<file path="src/rtl/s38417_pkg.sv">
// Shared types and constants for the s38417 codeword transmitter.
// Latency: n/a (declarations only). Backpressure: n/a.
package s38417_pkg;

    localparam int WIDTH    = 8;
    localparam int NBANK    = 3;
    localparam int REPEAT_W = 4;

    typedef enum logic [1:0] {
        IDLE = 2'd0,
        SEND = 2'd1,
        DONE = 2'd2
    } state_t;

    localparam logic [1:0] BANK0 = 2'd0;
    localparam logic [1:0] BANK1 = 2'd1;
    localparam logic [1:0] BANK2 = 2'd2;

    localparam logic [NBANK-1:0] SEL_B0 = 3'b001;
    localparam logic [NBANK-1:0] SEL_B1 = 3'b010;
    localparam logic [NBANK-1:0] SEL_B2 = 3'b100;

    function automatic logic [NBANK-1:0] bank_sel(input logic [1:0] idx);
        logic [NBANK-1:0] sel;
        case (idx)
            BANK0:   sel = SEL_B0;
            BANK1:   sel = SEL_B1;
            BANK2:   sel = SEL_B2;
            default: sel = '0;
        endcase
        return sel;
    endfunction

endpackage

</file>
<file path="src/rtl/s38417_bank_rf.sv">
// Three live codeword banks with one write port plus a snapshot copy read by index.
// Latency: write/snapshot visible next cycle, snapshot read combinational. Backpressure: none.
module s38417_bank_rf
    import s38417_pkg::*;
#(
    parameter int W = WIDTH
) (
    input  logic         CK,
    input  logic         RST,
    input  logic         i_wr_en,
    input  logic [1:0]   i_wr_bank,
    input  logic [W-1:0] i_wr_data,
    input  logic         i_snap,
    input  logic [1:0]   i_rd_idx,
    output logic [W-1:0] o_rd_word
);

    logic [W-1:0] r_bank [NBANK];
    logic [W-1:0] r_snap [NBANK];

    // Snapshot copies pre-edge bank contents, so a same-cycle write is not captured.
    always_ff @(posedge CK or posedge RST) begin
        if (RST) begin
            for (int i = 0; i < NBANK; i++) begin
                r_bank[i] <= '0;
                r_snap[i] <= '0;
            end
        end else begin
            for (int i = 0; i < NBANK; i++) begin
                if (i_wr_en && (i_wr_bank == 2'(i))) begin
                    r_bank[i] <= i_wr_data;
                end
                if (i_snap) begin
                    r_snap[i] <= r_bank[i];
                end
            end
        end
    end

    always_comb begin
        o_rd_word = '0;
        case (i_rd_idx)
            BANK0:   o_rd_word = r_snap[0];
            BANK1:   o_rd_word = r_snap[1];
            BANK2:   o_rd_word = r_snap[2];
            default: o_rd_word = '0;
        endcase
    end

endmodule

</file>
<file path="src/rtl/s38417_codeword_tx.sv">
// Sequences snapshotted banks 0->1->2 for N passes to the s38417 checker; S38417_CODEWORD_PARITY_EN adds tx_par.
// Latency: first beat the cycle after start, then 1 beat/cycle; done the cycle after the last accept.
// Backpressure: beat holds (valid, select, word stable) until tx_ready & gate_en on a clock edge.
module s38417_codeword_tx
    import s38417_pkg::*;
#(
    parameter int WIDTH    = s38417_pkg::WIDTH,
    parameter int NBANK    = s38417_pkg::NBANK,
    parameter int REPEAT_W = s38417_pkg::REPEAT_W
) (
    input  logic                CK,
    input  logic                RST,
    input  logic                wr_en,
    input  logic [1:0]          wr_bank,
    input  logic [WIDTH-1:0]    wr_data,
    input  logic                start,
    input  logic [REPEAT_W-1:0] repeat_cnt,
    input  logic                gate_en,
    output logic                tx_valid,
    input  logic                tx_ready,
    output logic [NBANK-1:0]    tx_sel,
    output logic [WIDTH-1:0]    tx_word,
    output logic                tx_last,
    output logic                tx_par,
    output logic                busy,
    output logic                done
);

    state_t              r_state;
    state_t              w_next;
    logic [1:0]          r_idx;
    logic [REPEAT_W-1:0] r_pass;
    logic                w_accept;
    logic                w_last_beat;
    logic                w_snap;
    logic [WIDTH-1:0]    w_rd_word;

    assign w_accept    = (r_state == SEND) && tx_ready && gate_en;
    assign w_last_beat = (r_idx == BANK2) && (r_pass == REPEAT_W'(1));
    assign w_snap      = (r_state == IDLE) && start;

    s38417_bank_rf #(.W(WIDTH)) u_bank_rf (
        .CK        (CK),
        .RST       (RST),
        .i_wr_en   (wr_en),
        .i_wr_bank (wr_bank),
        .i_wr_data (wr_data),
        .i_snap    (w_snap),
        .i_rd_idx  (r_idx),
        .o_rd_word (w_rd_word)
    );

    always_ff @(posedge CK or posedge RST) begin
        if (RST) begin
            r_state <= IDLE;
            r_idx   <= BANK0;
            r_pass  <= '0;
        end else begin
            r_state <= w_next;
            if (w_snap) begin
                r_idx  <= BANK0;
                r_pass <= repeat_cnt;
            end else if (w_accept) begin
                if (r_idx == BANK2) begin
                    r_idx  <= BANK0;
                    r_pass <= r_pass - REPEAT_W'(1);
                end else begin
                    r_idx <= r_idx + 2'd1;
                end
            end
        end
    end

    always_comb begin
        w_next = r_state;
        case (r_state)
            IDLE:    if (start) w_next = (repeat_cnt != '0) ? SEND : DONE;
            SEND:    if (w_accept && w_last_beat) w_next = DONE;
            DONE:    w_next = IDLE;
            default: w_next = IDLE;
        endcase
    end

    always_comb begin
        tx_valid = (r_state == SEND);
        tx_sel   = tx_valid ? bank_sel(r_idx) : '0;
        tx_word  = tx_valid ? w_rd_word : '0;
        tx_last  = tx_valid && w_last_beat;
        busy     = (r_state == SEND);
        done     = (r_state == DONE);
`ifdef S38417_CODEWORD_PARITY_EN
        tx_par   = tx_valid && (^w_rd_word);
`else
        tx_par   = 1'b0;
`endif
    end

endmodule
</file>
<file path="config.mk">
export PLATFORM = sky130hd
export DESIGN_NAME = s38417_codeword_tx
export DESIGN_NICKNAME = d
export VERILOG_FILES = /design/src/rtl/s38417_pkg.sv /design/src/rtl/s38417_bank_rf.sv /design/src/rtl/s38417_codeword_tx.sv
export SDC_FILE = /design/constraint.sdc
export NUM_CORES = 1
export LEC_CHECK = 0
export CAP_MARGIN = 20
export CORE_MARGIN = 4
export CORE_UTILIZATION = 39
export CTS_CLUSTER_SIZE = 12
export DETAILED_ROUTE_END_ITERATION = 8
export PLACE_DENSITY = 0.62
export SLEW_MARGIN = 25
export SYNTH_ARGS = -nofsm -noshare
export SYNTH_HDL_FRONTEND = slang
export SYNTH_SLANG_ARGS = --single-unit
</file>
<file path="constraint.sdc">
create_clock -name CK -period 4.89 [get_ports CK]
set_clock_uncertainty 0.1 [all_clocks]
set_input_delay 0.978 -clock CK [delete_from_list [all_inputs] [get_ports CK]]
set_output_delay 0.978 -clock CK [all_outputs]
set_load 0.01 [all_outputs]
</file>
# After elaboration in Yosys (flattened, before gate mapping)
# Cells that the tools add are included.
dict set report totals {
  reg_bits 56
  latchBits 0
  ramBits 0
  rom_bits 0
  word_cells 51
  n_memories 0
}
dict set report op_classes {
  n_addsub 2
  n_mul 0
  div 0
  order_cmp 0
  eq_ne 9
  shifts 0
  n_mux 14
  n_bitwise 0
  n_reduce_logical 17
}
# cell n
set op_table {}
lappend op_table {{$pmux W8 S3} 1}
lappend op_table {{$mux W2} 6}
lappend op_table {{$mux W4} 3}
lappend op_table {{$logic_and A1 B1 Y1} 9}
lappend op_table {{$pmux W3 S3} 1}
lappend op_table {{$mux W8} 1}
lappend op_table {{$eq A2 B1 Y1 const B} 3}
lappend op_table {{$eq A2 B2 Y1 const B} 3}
lappend op_table {{$logic_not A2 Y1} 3}
lappend op_table {{$eq A4 B1 Y1 const B} 1}
lappend op_table {{$pmux W2 S2} 1}
lappend op_table {{$reduce_and A2 Y1} 2}
lappend op_table {{$reduce_bool A2 Y1} 2}
lappend op_table {{$reduce_bool A4 Y1} 1}
lappend op_table {{$sub A4 B1 Y4 const B} 1}
lappend op_table {{$mux W3} 1}
lappend op_table {{$add A2 B1 Y2 const B} 1}
lappend op_table {{$ne A2 B1 Y1 const B} 1}
lappend op_table {{$ne A2 B2 Y1 const B} 1}

# Depth between registers and ports, before layout
# Gate-level depths: netlist of the first run.
dict set report logic_depth {
  depth_word 6
  mapped_depth 5
}

# Hierarchy
# Synthesis of the first run repeated with hierarchy kept, for this count alone.
dict set report unflattened {
  hier_cells 190
  hier_area_um2 2555.0
}
# module n_inst cells_per_inst area_per_inst_um2 seq_area_each_um2
set by_module_without_submodules {}
lappend by_module_without_submodules {s38417_bank_rf 1 123 1973.1 1201.2}
lappend by_module_without_submodules {s38417_codeword_tx 1 67 581.8 200.2}

# Least setup slack after synthesis of the first run
# OpenSTA, ideal clock, no wires.
dict set report synth_path {
  kind {register to output}
  start {reg r_idx[0]}
  end {out tx_word[3]}
  arrival_ps 1192
  path_slack_ps 2620
  stages_incl_launch_ff 6
  path_buffers 2
  path_cell_list {dfrtp_1 buf_4 buf_2 mux2i_1 or2_1 a21oi_1}
}
dict set report synth_via {
  elab_chain_len 3
  elab_cells_between_ends 5
}
# item line
set synth_lines {}
lappend synth_lines {{start, declared} s38417_codeword_tx.sv:31} ;# logic [1:0] r_idx;
lappend synth_lines {{start signal, assigned} s38417_codeword_tx.sv:68} ;# r_idx <= r_idx + 2'd1;
lappend synth_lines {{$eq A2 B2 Y1, or another cell as far along} s38417_bank_rf.sv:42} ;# case (i_rd_idx)
lappend synth_lines {{$pmux W8 S3 (*)} s38417_bank_rf.sv:42}
lappend synth_lines {{$mux W8 (*)} s38417_codeword_tx.sv:87} ;# tx_word = tx_valid ? w_rd_word : '0;
lappend synth_lines {{end, declared} s38417_codeword_tx.sv:22} ;# output logic [WIDTH-1:0] tx_word,
# Every way passes the cells marked *; elsewhere a longest branch is shown, timed or not.

# Worst setup path in the final report of the first run
dict set report layout_path {
  start {reg r_idx[0]}
  end {out tx_word[0]}
}
# The elaborated chain is that of the path after synthesis.

==> impl_metrics.toml, run 1 <==
[run_status]
status = "complete, no violations"

[job]
drv_cap = 0

[synthesis]
async_flop_share_pct = 100
yosys-top-cells-area = "dfrtp_1 (54%), nand2_1 (12%), mux2_2 (9.6%)"
synth_edf_count = 0
mappedNetlistArea_mm2 = 0.00258
yosysMostFrequentCell = "nand2_1"
yosysWarnings = 0
synth_cells = 250
syn-num-nets = 272
synth_area_leader_cell = "dfrtp_1"
synthXorXnorAreaFrac_pct = 0
avgSynthCellArea_um2 = 10.3
ys_types = 41
synth_ff_type = "dfrtp_1"
muxShareOfSynthArea_pct = 14.4
yosys.area_share.adder_pct = 0.970
synth_top_family_by_area = "simple AND/OR/NAND/NOR gates"
synth.top_cell.area_share_pct = 54.3
ys_ff_latch = 56
synth-compound-area-share_pct = 4.95
seq_area_frac_synth_pct = 54.3
synth_common_cells = "nand2_1 (81), dfrtp_1 (56), mux2_2 (22), mux2i_1 (10)"
yosys.area_share.simple_pct = 21.3

[drt]
ant_nets = 0
dr.pass1.iters = 4
drtIter0Drc = 101
viasPerCell = 5.04
vias = 1796
wirelength_um = 5230
drc = 0
avgRoutedWirePerCell_um = 14.7

[finish]
register_area_mm2 = 0.00140
multi_input_area_mm2 = 0.00108
drive_gt1_share_pct = 13.3
diodes = 0
syn2layout_area_growth_pct = 18.0
fillers = 605
fin_util_pct = 47.7
fin_nets = 300
postLayoutCellArea_mm2 = 0.00304

[clocking]
root_buffer = "clkbuf_8"
clock_path_buffers = 2
clock_latency_ns = 0.30
cts_buffers = 5
cts.repair.resized = 0
htree_num_levels = 2
clk_pin_slew_ns = 0.09
cts.sinks = 56
tritoncts = "yes"
cts.hold.buffers_added = 0
cts_setup_buffers = 0

[critical_path]
required_ns = 3.81
cp-startpoint = "r_idx[0]"
r2r-end = "r_state[1]"
crit_path_end = "tx_word[0]"
worstSetupPathType = "flop to output pin"
worstRegToRegCells = 3
reg2reg_from = "r_idx[0]"
worstPathMaxFanout = 15
crit_slowest_cell = "nor2b_1"
crit_arrival_ns = 2.51
start_kind = "flop"
worstSetupEndpointType = "output pin"
crit_chain = "nor2b_1, nand2_1, a21oi_1, clkdlybuf4s50_1"
slowest_delay_ns = 0.69
regToRegSetupSlack_ns = 3.00

[pwr]
power.density_mw_per_mm2 = 527
power.leakage_nw = 1.42
intPower_mw = 1.05
swShare_pct = 34.3
clockPowerShare_pct = 15.7
combPwrFrac_pct = 38.2
max-vdd-ir-drop_mv = 0.273
pwr-share-seq_pct = 46.1
netSwitchingPower_uw = 551

[die]
dieArea_mm2 = 0.00798
fp-row-count = 29
pin_count = 36
die_w_um = 89.3
die_h_um = 89.3
initial_core_util_pct = 40.4
core_area_mm2 = 0.00639

[sta]
maxSlewHeadroom_pct = 37.2
fin_crit_sh_pct = 73.4
fmax_ghz = 0.279
period_needed_ns = 3.59
maxSlewViolCount = 0
rsz0062_at_grt = "false"
hold_viol = 0
setup_viol = 0
setup_tns_ns = 0
tightest_slew_ns = 0.942

[global_routing]
grt-ovfl-total = 0
grt_max_degree = 30
grt_usage_pct = 14.4
grt_pass1_wl_um = 8740
grt_pass1_vias = 1794
antenna_found_initial = 0

[placement]
port_buffers = 34
dpl.hpwl_um = 3620
finalWeightedCongestion = 0.771
place_area_mm2 = 0.00295

[hold_path]
hold_class = "flop to flop"
-- flip-flops by register name, summed over array words and instances, names as in the netlist --
name / flops
r_state: 2
u_bank_rf.r_snap: 24
r_idx: 2
r_pass: 4
u_bank_rf.r_bank: 24
-- critical path: cells and delay by family, from the launching register on --
family          cells  cell delay (ns)
buf+inv             1             0.58
compound gates      1             0.22
simple gates        2             0.80
flops               1             0.61
-- worst min path at each step --
stage                          from                    to  slack (ns)  cells past startpoint
4_1_cts        u_bank_rf.r_bank[15]  u_bank_rf.r_snap[15]        0.37                      2
2_1_floorplan  u_bank_rf.r_bank[16]  u_bank_rf.r_snap[16]        0.33                      2
3_5_place_dp   u_bank_rf.r_bank[15]  u_bank_rf.r_snap[15]        0.35                      2
5_1_grt        u_bank_rf.r_bank[10]  u_bank_rf.r_snap[10]        0.40                      2
6_report        u_bank_rf.r_bank[0]   u_bank_rf.r_snap[0]        0.37                      2
3_3_place_gp    u_bank_rf.r_bank[6]   u_bank_rf.r_snap[6]        0.34                      2
-- layout by cell type (no fill, tap or decap), drive strengths merged, types with 3 or more instances in the layout --
master	n
inv	5
clkdlybuf4s50	34
nor3b	3
clkbuf	8
a21oi	8
or2	7
nor2b	4
nand2	81
mux2i	10
dfrtp	56
nor2	8
mux2	24
-- per-layer routing --
metal | vias up | track usage, % | part of all wire, %
met4 | 0 | 3.92 | 1.3
met5 | - | 0 | 0
met2 | 38 | 24.0 | 48
met3 | 5 | 2.95 | 4.1
li1 | 877 | - | -
met1 | 876 | 19.1 | 47
-- power groups by stage --
stage | logic (mW) | clock network, mW | registers, mW
2_1_floorplan | 0.434 | 0 | 0.690
3_3_place_gp | 0.610 | 0 | 0.742
3_5_place_dp | 0.620 | 0 | 0.747
4_1_cts | 0.624 | 0.265 | 0.738
5_1_grt | 0.684 | 0.285 | 0.761
6_report | 0.613 | 0.251 | 0.740
-- layout make-up --
class	count	area share, %
sequential	56	46.0
tap	77	3.16
clock buffer	8	2.96
multi-input combinational	174	35.6
inverter	5	0.617
timing repair buffer	36	11.7
-- per-stage QoR --
step	cells	hold WS, ns	setup WS [ns]	power, mW
floorplan	250	0.332	2.44	1.12
global placement	348	0.345	1.66	1.35
detailed placement	348	0.349	1.62	1.37
CTS	356	0.373	1.28	1.63
global route	356	0.398	1.07	1.73
finish	356	0.367	1.30	1.60
-- logic make-up (layout without fill, tap and decap cells) --
| family | count (synthesis) | in the layout |
|---|---|---|
| fa+ha+maj | 2 | 2 |
| buf+inv | 20 | 49 |
| flops | 56 | 56 |
| mux | 34 | 34 |
| compound gates | 19 | 19 |
| simple gates | 118 | 118 |
| other cells | 1 | 1 |
Power figures use the tool's default switching activity.
==> run 2, diff against run 1 <==
PLACE_DENSITY = 0.64   (was 0.62)
clock period = 2.9 ns   (was 4.89 ns; I/O delays follow)
==> run 2 against run 1 <==
Compared with the run above:
- sequential cell count did not move
- via count rose by 0.84%
- routed wire length fell by 0.65%
- first-iteration DRC count rose by 11%
- die area did not move
- clock power rose by 110%
- sequential power rose by 66%
- total power rose by 77%
- critical path depth rose by 1
- cell area rose by 2.1%
- global-route usage fell by 0.30 points
- critical endpoint is now tx_word[4]
==> impl_metrics.toml, run 2 (synthesized netlist as in run 1, its figures left out) <==
[drt]
drc = 0
avgRoutedWirePerCell_um = 14.4
vias = 1811
viasPerCell = 5.03
wirelength_um = 5200
drtIter0Drc = 112
dr.pass1.iters = 5
ant_nets = 0

[sta]
fin_ws_ns = 0.122
hold_viol = 0
setup_tns_ns = 0
fmax_ghz = 0.360
setup_viol = 0
fin_crit_sh_pct = 95.8
rsz0062_at_grt = "false"
maxSlewViolCount = 0
tightest_slew_ns = 0.565
maxSlewHeadroom_pct = 62.2
period_needed_ns = 2.78

[clocking]
root_buffer = "clkbuf_8"
tritoncts = "yes"
htree_num_levels = 2
cts_setup_buffers = 0
clock_path_buffers = 2
clk_pin_slew_ns = 0.10
clock_latency_ns = 0.31
cts.sinks = 56
cts_buffers = 5

[finish]
multi_input_area_mm2 = 0.00108
diodes = 0
mostFrequentLayoutCells = "nand2_1 (81), dfrtp_1 (55), clkdlybuf4s50_1 (34)"
mostFrequentLayoutCell = "nand2_1"
fillers = 615
fin_nets = 304
top_regs = "u_bank_rf.r_bank x24, u_bank_rf.r_snap x24, r_pass x4"
syn2layout_area_growth_pct = 20.6
fin_util_pct = 48.7
register_area_mm2 = 0.00140
drive_gt1_share_pct = 15.9

[critical_path]
required_ns = 2.22
crit_arrival_ns = 2.10
crit_buf_inv = 2
crit_chain = "buf_4, mux2i_1, or2_1, a21oi_1, clkdlybuf4s50_1"
worstSetupPathType = "flop to output pin"
worstSetupEndpointType = "output pin"
start_kind = "flop"
worstPathMaxFanout = 12
path_delay_family = "buffers and inverters"
slowest_delay_ns = 0.57
crit_slowest_cell = "clkdlybuf4s50_1"

[global_routing]
grt_pass1_vias = 1802
grt_pass1_wl_um = 8630
grt_max_degree = 57
grt-ovfl-total = 0
antenna_found_initial = 0
grt_usage_pct = 14.1

[die]
die_w_um = 89.3
pin_count = 36
initial_core_util_pct = 40.4
dieArea_mm2 = 0.00798
die_h_um = 89.3
fp-row-count = 29
core_area_mm2 = 0.00639

[pwr]
power.leakage_nw = 1.45
finalPower_mw = 2.84
power.density_mw_per_mm2 = 913
max-vdd-ir-drop_mv = 0.462

[placement]
port_buffers = 34
finalWeightedCongestion = 0.784
dp_slack_ns = 0.376
dpl.hpwl_um = 3540

[hold_path]
hold_class = "flop to flop"

[job]
drv_cap = 0

[run_status]
status = "complete, no violations"
-- run 2: cell count changes in the layout (fill, tap and decap cells not counted), sizes merged --
cell and change:
clkbuf -3, inv +1, bufinv +1, buf +4, clkinvlp +1
-- run 2: per-stage QoR --
stage                     area (um^2)  instances  hold WS (ns)
after floorplan                  2580        250         0.332
after global placement           2990        352         0.346
after detailed placement         2990        352         0.351
after CTS                        3110        360         0.374
after global routing             3110        360         0.398
final                            3110        360         0.370
-- run 2: repair_timing --
| item | 4_1_cts | 5_1_grt |
|---|---|---|
| endpoints found under the hold margin | 0 | 0 |
| endpoints found under the setup margin | 0 | 8 |
| resized for setup | 0 | 2 |
| hold buffers | 0 | 0 |
-- run 2: final timing paths --
| check | end | slack (ns) | startpoint | cells past startpoint |
|---|---|---|---|---|
| worst max-delay path | tx_word[4] | 0.12 | r_idx[0] | 5 |
| worst min-delay path | u_bank_rf.r_snap[17] | 0.37 | u_bank_rf.r_bank[17] | 2 |
| worst max register to register | r_pass[2] | 1.16 | r_idx[1] | 4 |
| worst min register to register | u_bank_rf.r_snap[17] | 0.37 | u_bank_rf.r_bank[17] | 2 |
| max in group asynchronous | r_idx[0] | 1.91 | RST | 3 |
| min in group asynchronous | u_bank_rf.r_bank[17] | 0.51 | RST | 3 |
-- run 2: cell type report --
cell class                 count  share of cell area, %
inverter                       5                  0.604
clock buffer                   5                   2.21
clock inverter                 3                   1.49
timing repair buffer          40                   12.8
multi-input combinational    174                   34.7
sequential                    56                   45.1
tap                           77                   3.10
-- run 2: power by group --
part           internal, mW  switching [mW]  total, mW
Combinational         0.568           0.514       1.08
Sequential             1.04           0.191       1.23
Clock                 0.261           0.265      0.526
-- run 2: worst reg2reg max path, stage by stage, from the launching register on --
cell and delay, ns:
dfrtp_1 0.49, buf_4 0.20, and4bb_1 0.37, a21oi_1 0.16, a211o_1 0.31
-- run 2: per-layer routing --
layer  global-route usage, %  vias up  wire length (um)
met3                    2.76        7               263
met2                    22.1       47              2310
met5                       0        -                 0
met1                    19.9      869              2550
li1                        -      888                 -
met4                    4.06        0                74
